## src/rtl/exec_arith_unit.sv

```systemverilog
// Execute-stage arithmetic core: ALU control decode, ALU, zero flag and
// branch-target adder, all captured into the EX/MEM boundary register.
module exec_arith_unit #(
  parameter int WIDTH = 32
) (
  input  logic             clk,
  input  logic             rst_n,
  input  logic [1:0]       alu_op,
  input  logic [WIDTH-1:0] src_a,
  input  logic [WIDTH-1:0] src_b,
  input  logic [WIDTH-1:0] pc_plus4,
  input  logic [WIDTH-1:0] imm_ext,
  output logic [WIDTH-1:0] alu_result,
  output logic             zero,
  output logic [WIDTH-1:0] branch_addr,
  output logic [2:0]       alu_ctrl
);

  // ALU operation encodings
  localparam logic [2:0] OP_AND = 3'b000;
  localparam logic [2:0] OP_OR  = 3'b001;
  localparam logic [2:0] OP_ADD = 3'b010;
  localparam logic [2:0] OP_XOR = 3'b011;
  localparam logic [2:0] OP_NOR = 3'b100;
  localparam logic [2:0] OP_SUB = 3'b110;
  localparam logic [2:0] OP_SLT = 3'b111;

  // EX/MEM boundary contents
  typedef struct packed {
    logic [WIDTH-1:0] result;
    logic             zero;
    logic [WIDTH-1:0] br_addr;
    logic [2:0]       ctrl;
  } exmem_t;

  exmem_t           exmem_d, exmem_q;
  logic [2:0]       ctrl_d;
  logic [WIDTH-1:0] res_d;
  logic [5:0]       funct;

  assign funct = imm_ext[5:0];

  // Decode ALUop + funct into the 3-bit ALU operation; unknowns fall back to add
  always_comb begin
    ctrl_d = OP_ADD;
    unique case (alu_op)
      2'b00: ctrl_d = OP_ADD;
      2'b01: ctrl_d = OP_SUB;
      2'b11: ctrl_d = OP_ADD;
      2'b10: begin
        case (funct)
          6'b100000: ctrl_d = OP_ADD;
          6'b100010: ctrl_d = OP_SUB;
          6'b100100: ctrl_d = OP_AND;
          6'b100101: ctrl_d = OP_OR;
          6'b100110: ctrl_d = OP_XOR;
          6'b100111: ctrl_d = OP_NOR;
          6'b101010: ctrl_d = OP_SLT;
          default:   ctrl_d = OP_ADD;
        endcase
      end
      default: ctrl_d = OP_ADD;
    endcase
  end

  // ALU datapath; SLT uses a signed compare so it stays correct across overflow
  always_comb begin
    res_d = '0;
    case (ctrl_d)
      OP_AND:  res_d = src_a & src_b;
      OP_OR:   res_d = src_a | src_b;
      OP_ADD:  res_d = src_a + src_b;
      OP_XOR:  res_d = src_a ^ src_b;
      OP_NOR:  res_d = ~(src_a | src_b);
      OP_SUB:  res_d = src_a - src_b;
      OP_SLT:  res_d = {{(WIDTH-1){1'b0}}, ($signed(src_a) < $signed(src_b))};
      default: res_d = '0;
    endcase
  end

  // Assemble next boundary value; branch offset drops the top two imm bits
  always_comb begin
    exmem_d         = '0;
    exmem_d.result  = res_d;
    exmem_d.zero    = (res_d == '0);
    exmem_d.br_addr = pc_plus4 + {imm_ext[WIDTH-3:0], 2'b00};
    exmem_d.ctrl    = ctrl_d;
  end

  // EX/MEM register; reset value reports the add encoding as idle control
  always_ff @(posedge clk or negedge rst_n) begin
    if (!rst_n) begin
      exmem_q.result  <= '0;
      exmem_q.zero    <= 1'b0;
      exmem_q.br_addr <= '0;
      exmem_q.ctrl    <= OP_ADD;
    end else begin
      exmem_q <= exmem_d;
    end
  end

  assign alu_result  = exmem_q.result;
  assign zero        = exmem_q.zero;
  assign branch_addr = exmem_q.br_addr;
  assign alu_ctrl    = exmem_q.ctrl;

endmodule

```

## config.mk

```make
export PLATFORM = sky130hd
export DESIGN_NAME = exec_arith_unit
export DESIGN_NICKNAME = d
export VERILOG_FILES = /design/src/rtl/exec_arith_unit.sv
export SDC_FILE = /design/constraint.sdc
export NUM_CORES = 1
export LEC_CHECK = 0
export ABC_CLOCK_PERIOD_IN_PS = 1300
export CAP_MARGIN = 25
export CORE_AREA = 10 10 221 139
export CTS_CLUSTER_SIZE = 8
export DETAILED_ROUTE_END_ITERATION = 12
export DIE_AREA = 0 0 231 149
export GPL_TIMING_DRIVEN = 0
export PLACE_DENSITY = 0.67
export REMOVE_ABC_BUFFERS = 1
export SETUP_SLACK_MARGIN = 0.05
export SKIP_CTS_REPAIR_TIMING = 1
export SLEW_MARGIN = 10
export SYNTH_ARGS = -nofsm -noshare
export SYNTH_HDL_FRONTEND = slang
export SYNTH_SLANG_ARGS = --single-unit
```

## constraint.sdc

```tcl
create_clock -name clk -period 1.3 [get_ports clk]
set_clock_uncertainty 0.1 [all_clocks]
set_input_delay 0.13 -clock clk [delete_from_list [all_inputs] [get_ports clk]]
set_output_delay 0.13 -clock clk [all_outputs]
set_load 0.05 [all_outputs]
```

After elaboration in Yosys (flattened, before gate mapping) --
Index checks and enable logic that the tools add are counted.
Cells by class: add/subtract/negate cells 3, $lt $le $gt $ge 1, equal/unequal tests 15, muxes and demuxes 3, bitwise logic cells 4, reductions and logical operators 4
Operators with widths (number):
- 32-bit case mux with 7 select lines | 1
- 32-bit adder | 2
- 6-bit equality test, second input constant | 6
- 32-bit bitwise AND | 1
- 32-bit zero test | 1
- 32-bit less-than comparator | 1
- 32-bit inverter | 1
- 32-bit OR | 1
- 32-bit subtractor | 1
- 32-bit bitwise XOR | 1
- 3-bit case mux with 6 select lines | 1
- 3-bit equality test, second input constant | 3
- 3-bit case mux with 3 select lines | 1
- 3-bit by 2-bit equality test with 1-bit output, second input constant | 2
- 2-bit equality test, second input constant | 2
- 3-bit by 1-bit equality test with 1-bit output, second input constant | 1
- 3-bit zero test | 1
- 2-bit by 1-bit equality test with 1-bit output, second input constant | 1
- 2-bit zero test | 1
- 2-bit OR reduction | 1
Word-level totals: register bits 68, input port bits 132, logic and storage cells 34

Depth between registers and ports, before layout --
word-level depth 6, depth in mapped cells 16, depth with buffers taken out 15

Worst setup path after synthesis --
OpenSTA, ideal clock, no wires.
path type input -> register, start input src_a[13], end register zero (netlist name), library setup time 0.080 ns, arrival time 3.107 ns, data required time 1.120 ns, slack -1.987 ns, stages on the path 15, path buffers 1, cells stage by stage inv_1 > ha_1 > buf_2 > or3_1 > or4_1 > a211oi_2 > o31ai_1 > a311oi_1 > o31a_1 > o311ai_1 > a2111oi_0 > nand4b_1 > nor4_1 > nand4_1 > nor3_2
RTL lines:
- start, declared | RTL line 9 | input logic [WIDTH-1:0] src_a,

==> impl_results.md <==
- Outcome: complete, but fails checks
- Failing checks: negative hold slack, negative setup slack
- Critical path type: primary input to flop
- # nets final: 1718
- Register Area: 1703 sq um
- Avg WL per Cell: 22.08 um
- Slack of the critical path: -2.598 ns
- Ys async rst share: 100.0%
- Final setup fails: 58
- Count of state elements after synthesis: 68
- Dpl hpwl: 28070 um
- Post-synth EDFFs: 0
- Delay-heaviest family, CP: simple AND/OR/NAND/NOR gates
- CP bufs+invs: 1
- Cell mode on critical path: nor4_4
- TritonCTS buffer count: 9
- Distinct cells, synth: 90
- Vias in the first global route: 8973
- Port Buffers: about 200
- Post-synth top area share: 18.80%
- Die height: 149 um
- CTS tree: yes
- Post-Synthesis Cells: ~1100
- Filler Cells Inserted: 2395
- Routed Wire Length: a little over 40000 um
- Die width: 231 um
- First-pass iteration count of the detailed router: 5
- Syn Area/Cell: 7.828 sq um
- CP Capture Type: flop
- WP data required: 1.46 ns
- DRT iter0 DRCs: 1129
- Cell Chain, Critical Path: buf_8 -> ha_4 -> nor4b_4 -> a31o_4 -> or3_4 -> a21oi_2 -> a2111o_1 -> and4bb_2 -> or4b_4 -> nor4_4 -> nand4b_1 -> nor4_4 -> nand4_1 -> nor3_2
- Most common cell after layout, fill and taps aside: buf_4
- Synth warnings: 0
- Pwr Density: 945.5 nW/um^2
- First-pass GRT wire length: 52740 um
- Main synth FF type: dfrtp_1
- Total Routing Usage GR: 19.61%
- GRT overflow: 0
- Critical path arrival: 4.06 ns
- Leak: 6.543 nW
- Max Fclk: 256.5 MHz
- Placer Congestion: 0.9552
- Clock Tree Root: clkbuf_16
- Proportion of layout cells with a drive suffix above 1: 39.57%
- Initial core utilization: 33.10%
- Startpoint types: primary input
- Max_cap viols: 0
- Least-Margin Pin Slew: ~0.78 ns
- Min Tclk post-route: around 3.9 ns
- Depth of the CTS H-tree: 3
- Cell Area, Synth: roughly 8900 sq um
- Finished Layout Cells: between 1500 and 2000
- RSZ-0062 raised after global routing: yes
- CORE AREA: between 20000 and 30000 sq um
- Top Ports: 200
- Top post-synthesis cells by area: dfrtp_1 19%, ha_1 18%, inv_1 5.2%, a21oi_1 5.0%, nor2_1 3.8%
- Final max-slew violation count: 0
- Multi-input gate area: between 8000 and 9000 sq um
- Largest net degree at the start of global routing: 41
- Vias per cell: 5.790
- Clock Sinks: 68
- Clock buffer depth: 2
- Most frequent cells in the layout: 111 x buf_4, 89 x inv_1, 79 x ha_1
- Delay of the slowest cell on the worst path: 0.52 ns
- DR DRC count: 0
- Vias: between 10000 and 15000
- Placed Instances: 1666
- Antenna-violating nets left: 0
- Area leader, netlist: dfrtp_1
- Clock Pin Slew Worst Setup and Hold Paths: 0.06 ns
- Synthesis-to-layout area growth: 62.76%
- Worst slew margin: 47.43%
- Critical Path Fanout Max: 6
- Worst hold slack: -0.002595 ns
- Period utilisation layout: 299.9%
- Peak supply drop: 0.0006154 V
- Row cnt: 47
- Worst Hold Class: primary input to flop
- Seq/Total Area, Yosys: 19.10%
- Final Hold Violating Endpoints: 1
- Crit-path slowest cell: or4b_4
- DIE AREA: roughly 34000 sq um
- Initial antenna violation count: 1
- Dpl ws: -3.951 ns
per-layer routing:
| layer | vias to the layer above | global-route usage, % | part of all wire (%) |
|---|---|---|---|
| met5 | - | 0 | 0 |
| met4 | 0 | 3.898 | 2.2 |
| li1 | 4810 | - | - |
| met2 | 614 | 27.74 | 43 |
| met3 | 73 | 6.250 | 11 |
| met1 | 5076 | 28.29 | 44 |
cell families after synthesis:
logic type,share of synthesized area (%)
buffers and inverters,7.550
XOR/XNOR,3.831
adder cells (fa/ha/maj),18.92
multiplexers,1.263
AND/OR/NAND/NOR,18.99
flip-flops,19.10
AO/OA/AOI/OAI,30.35
sequential cells by signal (all words and copies together) (netlist names):
name         cells
alu_ctrl         3
branch_addr     32
zero             1
alu_result      32
stage by stage:
stage / hold WS [ns] / cell area [sq um] / TNS (ns) / utilization, % / total power [mW]
3_5_place_dp: -0.002822 / 11280 / -135.88 / 41.89 / 9.349
6_report: -0.002595 / 14510 / -55.88 / 53.88 / 13.72
2_1_floorplan: -0.2656 / 8708 / -76.01 / - / 6.886
3_3_place_gp: 0.4793 / 11140 / -371.34 / 41.36 / 9.247
4_1_cts: -0.4088 / 11580 / -138.88 / 43.01 / 12.10
5_1_grt: 0.007326 / 14510 / -59.61 / 53.88 / 14.31
cells in the mapped netlist, types with 5 or more instances:
master     number
a311oi_1        7
a31o_2          5
o21a_1         10
xnor2_1        28
a22oi_1         5
o2111ai_1      11
a221oi_1       22
nand2_1        81
a31oi_1        10
xor2_1         11
o21bai_1       10
clkbuf_1       25
a211oi_1       11
buf_4           8
buf_2          10
nand2b_1       16
a221o_1        11
mux2i_1         9
o211ai_1       17
nand3_1        18
o31ai_1        12
dfrtp_1        67
nor2b_1        18
ha_1          130
nand4_1         8
o22ai_1         5
a21oi_1        89
nor2_1         91
and2_1          7
inv_1         123
o21ai_0        55
nor3_1         36
a21o_1         32
o221ai_1        5
or3_1          12
nor4_1         10
o22a_1          5
and3_1         15
report_power, final:
group	leakage (nW)	internal, mW	switching, mW	total (mW)
Sequential	0.803	2.54	0.106	2.65
Combinational	5.60	3.18	5.23	8.40
Clock	0.144	1.51	1.16	2.67
Total	6.54	7.22	6.50	13.7
final cells by class:
| cell class | instances | area share, % |
|---|---|---|
| timing repair buffer | 344 | 20.72 |
| clock inverter | 6 | 0.5001 |
| antenna | 1 | 0.01724 |
| sequential | 68 | 11.73 |
| multi-input combinational | 906 | 58.74 |
| clock buffer | 10 | 1.578 |
| tap | 367 | 3.164 |
| inverter | 124 | 3.544 |
worst paths after layout:
check                             from  slack (ns)  depth (start not counted)               to
min in group asynchronous        rst_n        0.14                          2  branch_addr[28]
setup / recovery             alu_op[1]       -2.60                         14             zero
hold / removal             pc_plus4[4]      -0.003                          3   branch_addr[4]
max in group asynchronous        rst_n        0.34                          3      alu_ctrl[1]
No activity file was read; power rests on OpenSTA's default activity.
